File: src/rtl/cp0_exception_unit_if.sv
// rtl/cp0_exception_unit_if.sv - CP0 register bus and fetch redirect handshake
//
// Purpose: bundles the MTC0/MFC0 register access bus and the flush /
// PC-redirect handshake between the CP0 exception unit and the pipeline.
//
// Signals:
//   mtc0_we        MTC0 write strobe
//   mtc0_addr[5]   CP0 register number for writes (12 STATUS, 13 CAUSE, 14 EPC)
//   mtc0_wdata[32] MTC0 write data
//   mfc0_addr[5]   CP0 register number for reads
//   mfc0_rdata[32] combinational read data, unmapped numbers read 0
//   redirect_ready fetch accepts the redirect this cycle
//   redirect_valid redirect request
//   redirect_pc    redirect target, stable while redirect_valid=1
//   flush          kill IF/ID/EXE, equals redirect_valid
//
// Modports:
//   slave  - CP0 exception unit side
//   master - pipeline / fetch side
interface cp0_exception_unit_if;
  logic        mtc0_we;
  logic [4:0]  mtc0_addr;
  logic [31:0] mtc0_wdata;
  logic [4:0]  mfc0_addr;
  logic [31:0] mfc0_rdata;
  logic        redirect_ready;
  logic        redirect_valid;
  logic [31:0] redirect_pc;
  logic        flush;

  modport slave (
    input  mtc0_we, mtc0_addr, mtc0_wdata, mfc0_addr, redirect_ready,
    output mfc0_rdata, redirect_valid, redirect_pc, flush
  );

  modport master (
    output mtc0_we, mtc0_addr, mtc0_wdata, mfc0_addr, redirect_ready,
    input  mfc0_rdata, redirect_valid, redirect_pc, flush
  );
endinterface

File: src/rtl/cp0_exception_unit.sv
// rtl/cp0_exception_unit.sv - CP0 STATUS/CAUSE/EPC owner, trap/ERET decision and fetch redirect
//
// Purpose: samples pending exceptions, ERET and interrupts in the RUN state,
// updates STATUS, CAUSE and EPC, and holds a flush / PC-redirect request
// towards fetch until it is accepted.
//
// Ports:
//   clk, rst_n           core clock, asynchronous active-low reset
//   irq[6]               external interrupt levels -> CAUSE.IP[7:2]
//   id_syscall           SYSCALL in ID
//   id_unknown           reserved / unknown opcode in ID
//   id_eret              ERET in ID
//   exe_overflow         arithmetic overflow in EXE
//   id_pc[32], exe_pc[32] PCs of the ID and EXE instructions
//   bus                  cp0_exception_unit_if.slave (MTC0/MFC0, redirect handshake)
//   status_out, cause_out, epc_out [32] current register values
//
// Configuration macro: CP0_IRQ_SYNC_EN
//   defined   - irq passes a two-flop synchronizer before CAUSE.IP[7:2]
//   undefined - irq is synchronous to clk and feeds CAUSE.IP[7:2] directly
module cp0_exception_unit #(
  parameter logic [31:0] EXC_VECTOR = 32'h0000_0004
) (
  input  logic                         clk,
  input  logic                         rst_n,
  input  logic [5:0]                   irq,
  input  logic                         id_syscall,
  input  logic                         id_unknown,
  input  logic                         id_eret,
  input  logic                         exe_overflow,
  input  logic [31:0]                  id_pc,
  input  logic [31:0]                  exe_pc,
  cp0_exception_unit_if.slave          bus,
  output logic [31:0]                  status_out,
  output logic [31:0]                  cause_out,
  output logic [31:0]                  epc_out
);

  localparam logic [4:0] REG_STATUS = 5'd12;
  localparam logic [4:0] REG_CAUSE  = 5'd13;
  localparam logic [4:0] REG_EPC    = 5'd14;

  localparam logic [4:0] EXC_INT  = 5'd0;
  localparam logic [4:0] EXC_SYS  = 5'd8;
  localparam logic [4:0] EXC_RI   = 5'd10;
  localparam logic [4:0] EXC_OV   = 5'd12;

  typedef enum logic [1:0] {
    S_RUN  = 2'd0,
    S_TRAP = 2'd1,
    S_RET  = 2'd2
  } state_t;

  state_t      state_q, state_d;
  logic        ie_q, ie_d;
  logic        exl_q, exl_d;
  logic [7:0]  im_q, im_d;
  logic [4:0]  exc_q, exc_d;
  logic [1:0]  swip_q, swip_d;
  logic [31:0] epc_q, epc_d;
  logic [31:0] rpc_q, rpc_d;
  logic        rvalid_q, rvalid_d;

  // Hardware interrupt lines as seen by CAUSE.IP[7:2].
  logic [5:0]  hw_ip;

`ifdef CP0_IRQ_SYNC_EN
  logic [5:0]  sync1_q, sync2_q;

  always_ff @(posedge clk or negedge rst_n) begin
    if (!rst_n) begin
      sync1_q <= '0;
      sync2_q <= '0;
    end else begin
      sync1_q <= irq;
      sync2_q <= sync1_q;
    end
  end

  assign hw_ip = sync2_q;
`else
  assign hw_ip = irq;
`endif

  logic [7:0]  ip;
  logic        int_take;
  logic        trap;
  logic [4:0]  trap_code;
  logic [31:0] trap_pc;

  assign ip       = {hw_ip, swip_q};
  // EXL masks interrupts, so a handler is never interrupted by a new IRQ.
  assign int_take = ie_q & ~exl_q & (|(ip & im_q));

  always_comb begin
    state_d   = state_q;
    ie_d      = ie_q;
    exl_d     = exl_q;
    im_d      = im_q;
    exc_d     = exc_q;
    swip_d    = swip_q;
    epc_d     = epc_q;
    rpc_d     = rpc_q;
    rvalid_d  = rvalid_q;
    trap      = 1'b0;
    trap_code = EXC_INT;
    trap_pc   = id_pc;

    case (state_q)
      S_RUN: begin
        if (exe_overflow) begin
          trap      = 1'b1;
          trap_code = EXC_OV;
          trap_pc   = exe_pc;
        end else if (id_syscall) begin
          trap      = 1'b1;
          trap_code = EXC_SYS;
        end else if (id_unknown) begin
          trap      = 1'b1;
          trap_code = EXC_RI;
        end else if (id_eret) begin
          exl_d    = 1'b0;
          rpc_d    = epc_q;
          rvalid_d = 1'b1;
          state_d  = S_RET;
        end else if (int_take) begin
          trap      = 1'b1;
          trap_code = EXC_INT;
        end else if (bus.mtc0_we) begin
          // Any event above flushes the MTC0 instruction, so only an
          // event-free cycle commits the write.
          case (bus.mtc0_addr)
            REG_STATUS: begin
              ie_d  = bus.mtc0_wdata[0];
              exl_d = bus.mtc0_wdata[1];
              im_d  = bus.mtc0_wdata[15:8];
            end
            REG_CAUSE: swip_d = bus.mtc0_wdata[9:8];
            REG_EPC:   epc_d  = bus.mtc0_wdata;
            default:   ;
          endcase
        end

        if (trap) begin
          exl_d = 1'b1;
          exc_d = trap_code;
          // A nested exception keeps the EPC of the original one.
          if (!exl_q) begin
            epc_d = trap_pc;
          end
          rpc_d    = EXC_VECTOR;
          rvalid_d = 1'b1;
          state_d  = S_TRAP;
        end
      end

      default: begin
        // TRAP / RET: hold the request, ignore new events.
        if (bus.redirect_ready) begin
          rvalid_d = 1'b0;
          state_d  = S_RUN;
        end
      end
    endcase
  end

  always_ff @(posedge clk or negedge rst_n) begin
    if (!rst_n) begin
      state_q  <= S_RUN;
      ie_q     <= 1'b0;
      exl_q    <= 1'b0;
      im_q     <= '0;
      exc_q    <= '0;
      swip_q   <= '0;
      epc_q    <= '0;
      rpc_q    <= '0;
      rvalid_q <= 1'b0;
    end else begin
      state_q  <= state_d;
      ie_q     <= ie_d;
      exl_q    <= exl_d;
      im_q     <= im_d;
      exc_q    <= exc_d;
      swip_q   <= swip_d;
      epc_q    <= epc_d;
      rpc_q    <= rpc_d;
      rvalid_q <= rvalid_d;
    end
  end

  assign status_out = {16'b0, im_q, 6'b0, exl_q, ie_q};
  assign cause_out  = {16'b0, ip, 1'b0, exc_q, 2'b0};
  assign epc_out    = epc_q;

  always_comb begin
    case (bus.mfc0_addr)
      REG_STATUS: bus.mfc0_rdata = status_out;
      REG_CAUSE:  bus.mfc0_rdata = cause_out;
      REG_EPC:    bus.mfc0_rdata = epc_q;
      default:    bus.mfc0_rdata = 32'b0;
    endcase
  end

  assign bus.redirect_valid = rvalid_q;
  assign bus.flush          = rvalid_q;
  assign bus.redirect_pc    = rpc_q;

  // STATUS/CAUSE only implement a few bits of the write data.
  logic unused_wdata;
  assign unused_wdata = ^{bus.mtc0_wdata[31:16], bus.mtc0_wdata[7:2]};

endmodule

File: src/flat_wrapper.sv
// flat-port wrapper written by rule: the top's interface ports become plain ports
module cp0_exception_unit_flat 
#(
  parameter logic [31:0] EXC_VECTOR = 32'h0000_0004
)
  (clk, rst_n, irq, id_syscall, id_unknown, id_eret, exe_overflow, id_pc, exe_pc, status_out, cause_out, epc_out, bus_mtc0_we, bus_mtc0_addr, bus_mtc0_wdata, bus_mfc0_addr, bus_redirect_ready, bus_mfc0_rdata, bus_redirect_valid, bus_redirect_pc, bus_flush);
  cp0_exception_unit_if bus_i ();
  input  logic clk;
  input  logic rst_n;
  input  logic [5:0] irq;
  input  logic id_syscall;
  input  logic id_unknown;
  input  logic id_eret;
  input  logic exe_overflow;
  input  logic [31:0] id_pc;
  input  logic [31:0] exe_pc;
  output logic [31:0] status_out;
  output logic [31:0] cause_out;
  output logic [31:0] epc_out;
  input wire logic [$bits(bus_i.mtc0_we)-1:0] bus_mtc0_we;
  input wire logic [$bits(bus_i.mtc0_addr)-1:0] bus_mtc0_addr;
  input wire logic [$bits(bus_i.mtc0_wdata)-1:0] bus_mtc0_wdata;
  input wire logic [$bits(bus_i.mfc0_addr)-1:0] bus_mfc0_addr;
  input wire logic [$bits(bus_i.redirect_ready)-1:0] bus_redirect_ready;
  output wire logic [$bits(bus_i.mfc0_rdata)-1:0] bus_mfc0_rdata;
  output wire logic [$bits(bus_i.redirect_valid)-1:0] bus_redirect_valid;
  output wire logic [$bits(bus_i.redirect_pc)-1:0] bus_redirect_pc;
  output wire logic [$bits(bus_i.flush)-1:0] bus_flush;
  assign bus_i.mtc0_we = bus_mtc0_we;
  assign bus_i.mtc0_addr = bus_mtc0_addr;
  assign bus_i.mtc0_wdata = bus_mtc0_wdata;
  assign bus_i.mfc0_addr = bus_mfc0_addr;
  assign bus_i.redirect_ready = bus_redirect_ready;
  assign bus_mfc0_rdata = bus_i.mfc0_rdata;
  assign bus_redirect_valid = bus_i.redirect_valid;
  assign bus_redirect_pc = bus_i.redirect_pc;
  assign bus_flush = bus_i.flush;
  cp0_exception_unit #(.EXC_VECTOR(EXC_VECTOR)) u_core (.clk(clk), .rst_n(rst_n), .irq(irq), .id_syscall(id_syscall), .id_unknown(id_unknown), .id_eret(id_eret), .exe_overflow(exe_overflow), .id_pc(id_pc), .exe_pc(exe_pc), .bus(bus_i), .status_out(status_out), .cause_out(cause_out), .epc_out(epc_out));
endmodule
File: config.mk
export PLATFORM = sky130hd
export DESIGN_NAME = cp0_exception_unit_flat
export DESIGN_NICKNAME = d
export VERILOG_FILES = /design/src/rtl/cp0_exception_unit_if.sv /design/src/rtl/cp0_exception_unit.sv /design/src/flat_wrapper.sv
export SDC_FILE = /design/constraint.sdc
export NUM_CORES = 1
export LEC_CHECK = 0
export ABC_AREA = 1
export ABC_CLOCK_PERIOD_IN_PS = 1800
export CAP_MARGIN = 25
export CORE_MARGIN = 8
export CORE_UTILIZATION = 37
export DETAILED_ROUTE_END_ITERATION = 6
export PLACE_DENSITY = 0.89
export SLEW_MARGIN = 20
export SYNTH_ARGS = -nofsm -noshare
export SYNTH_HDL_FRONTEND = slang
export SYNTH_SLANG_ARGS = --single-unit
File: constraint.sdc
create_clock -name clk -period 1.8 [get_ports clk]
set_clock_uncertainty 0.1 [all_clocks]
set_input_delay 0.45 -clock clk [delete_from_list [all_inputs] [get_ports clk]]
set_output_delay 0.45 -clock clk [all_outputs]
set_load 0.01 [all_outputs]
==> reports/results.ini <==
[cts]
cts_buffers=9
cts_tree=yes
holdBufCountCts=0
clock-sinks=82
h-tree-depth=3
cts_root_buf=clkbuf_16
clkTransAtPathRegs_ns=0.07
clkLatencyLatePin_ns=0.34
cts_buffer_depth=2

[synthesis]
ys_seq_area_share_pct=38.0
avgSynthCellArea_sq_um=7.00
async_flop_share_pct=100
postSynthCellCount=771
synth.area.top_cells=dfrtp_1 38%, nand2_1 21%, buf_4 7.4%, nand3_1 7.2%, mux2i_1 5.9%
synth_warnings=0
yosysMostFrequentCell=nand2_1
synth_edf_count=0
synth-seq-cells=82
netlist.area_leader.share_pct=38.0
synth_flop_cell=dfrtp_1
synth_common_cells=295 x nand2_1, 82 x dfrtp_1, 78 x nand3_1
netlist_area_sq_um=5400
ys_types=29
synth_top_area_cell=dfrtp_1

[setup_path]
crit_top_cell=buf_6
crit_path_cell_trace=buf_8 > nor4_4 > buf_6 > buf_6 > buf_6 > nand2_4 > nand3_2 > buf_6
cp_slowest_cell=nor4_4
arrival_ns=1.47
end_kind=output port
crit_path_start_kind=input pin
cp.required_ns=1.25
cp_max_fo=3
slowest_delay_ns=0.32
crit_type=in2out

[floorplanning]
floorplan.die_area_sq_um=18700
dieWidth_um=137
initial_core_util_pct=37.4
core-area_sq_um=14400
rows=44
die_h_um=137
ioPinCount=282

[routing]
vias=6555
routed_wl_um=25500
drtIter0Drc=514
avgViaCountPerCell=5.14
drtAntennaViolNets=0
drt_first_pass_iters=5
drc=0
wl_per_cell_um=20.0

[timing]
finalCritPeriodShare_pct=112
hold_viol=0
final.setup.worst_slack_ns=-0.219
rsz0062_at_grt=yes
setup_viol=51
post-route-min-period_ns=2.02
max_freq_mhz=495
slew_viol_final=0

[power_and_ir_drop]
p_leak_uw=0.00560
p_per_area_nw_per_um2=1010
vdd_drop_max_mv=0.590
clkPwrFrac_pct=18.7
internal-power_uw=5490
netSwitchingFraction_pct=43.1
total_power_uw=9640
power_frac_seq_pct=29.1
pwr-share-comb_pct=52.2
p_sw_uw=4150

[layout]
drive_gt1_share_pct=27.5
final_area_sq_um=9520
multi_input_area_sq_um=3160
fill_cells=1213
seqCellArea_sq_um=2060
num-nets-final=1205
syn_to_final_growth_pct=76.3

[place]
gp_congestion=0.856
post_dp_cell_area_sq_um=8310
place.port_buffers=238
dpl.hpwl_um=17200

[grt]
overflow=0
grt_pass1_wl_um=35600
antenna_found_initial=0
grt_pass1_vias=6476
grt_use_total_pct=24.7
grt_max_degree=83

[hold_path]
hold_class=in2async

[status]
violations=setup timing
status=finished with violations

[job]
cap_viol_max_count=0

-- cells in the final DEF, fill, tap and decap left out, types with 33 or more instances in the layout --
cell type        count
nand4_1             33
conb_1              43
nand2_1            252
nand3_1             38
inv_1               66
nand3_2             37
clkdlybuf4s50_1     97
dfrtp_1             79
buf_4               75
buf_2               34
dlygate4sd2_1       73
-- final cells by class --
| class | count | area share, % |
|---|---|---|
| well taps | 184 | 2.42 |
| flip-flops and latches | 82 | 21.6 |
| clock inverters | 6 | 0.526 |
| repair buffers | 354 | 36.7 |
| clock buffers | 10 | 2.51 |
| diodes | 1 | 0.0263 |
| inverters | 75 | 2.97 |
| multi-input cells | 563 | 33.2 |
-- what timing repair did --
item                                   CTS  global route
cloned                                   6             9
setup endpoints to repair              185           121
pin swaps                               15            57
buffers inserted                        23             6
endpoints found under the hold margin    0             0
resized for setup                      306           140
-- sequential cells by signal, summed over array words and instances (netlist names) --
name / cells
u_core.im_q: 8
u_core.bus.flush: 1
u_core.ie_q: 1
u_core.epc_out: 32
u_core.bus.redirect_pc: 32
u_core.state_q: 2
u_core.exc_q: 3
u_core.exl_q: 1
u_core.swip_q: 2
-- power by group through the flow --
stage / clock [uW] / sequential (uW) / combinational [uW]
2_1_floorplan: 0 / 2990 / 2010
3_3_place_gp: 0 / 2850 / 4360
3_5_place_dp: 0 / 2870 / 4470
4_1_cts: 1810 / 2770 / 4540
5_1_grt: 1900 / 2850 / 5460
6_report: 1810 / 2810 / 5030
-- cell families (layout without fill, tap and decap cells) --
family                 after synthesis  after routing  share of synthesized area, %
DFF                                 82             82                          38.0
muxes                               32             32                          5.93
other                                1             44                        0.0694
and+or+nand+nor                    445            448                          35.0
buffers and inverters              171            445                          16.1
AOI/OAI and AO/OA                   40             40                          4.91
-- routing by layer --
layer  up-vias  global-route usage [%]  part of all wire [%]
li1       2998                       -                     -
met1      3104                    29.3                    37
met2       390                    42.9                    51
met3        63                    4.55                   8.6
met4         0                    10.0                   3.3
met5         -                       0                     0
-- critical path: cells and delay by family --
kind / cells / cell delay [ns]
buffers and inverters: 5 / 0.60
AND/OR/NAND/NOR: 3 / 0.43
-- through the flow --
step           hold WS, ns  utilization (%)  std cells  setup WS, ns  TNS, ns
6_report            0.0162             66.0       1275        -0.219    -4.97
5_1_grt             0.0612             66.0       1274        -0.245    -9.19
4_1_cts             0.0552             61.4       1260        -0.239    -4.82
3_5_place_dp         0.364             57.6       1216        -0.951   -70.99
3_3_place_gp         0.363             57.6       1216        -0.935   -72.28
2_1_floorplan       0.0544                -        813       -0.0730   -0.232
-- final timing paths --
path / endpoint / slack (ns) / cells past startpoint / start
setup / recovery: bus_mfc0_rdata[15] / -0.22 / 8 / bus_mfc0_addr[4]
min in group clk: u_core.bus.redirect_pc[8]$_DFFE_PN0P_ / 0.37 / 2 / u_core.bus.redirect_pc[8]$_DFFE_PN0P_
setup reg to reg: u_core.bus.redirect_pc[9]$_DFFE_PN0P_ / -0.07 / 12 / u_core.im_q[6]$_DFFE_PN0P_
hold reg to reg: u_core.bus.redirect_pc[8]$_DFFE_PN0P_ / 0.37 / 2 / u_core.bus.redirect_pc[8]$_DFFE_PN0P_
max in group asynchronous: u_core.epc_out[3]$_DFFE_PN0P_ / 1.18 / 2 / rst_n
hold / removal: u_core.epc_out[14]$_DFFE_PN0P_ / 0.02 / 2 / rst_n
No activity file was read; power rests on OpenSTA's default activity.
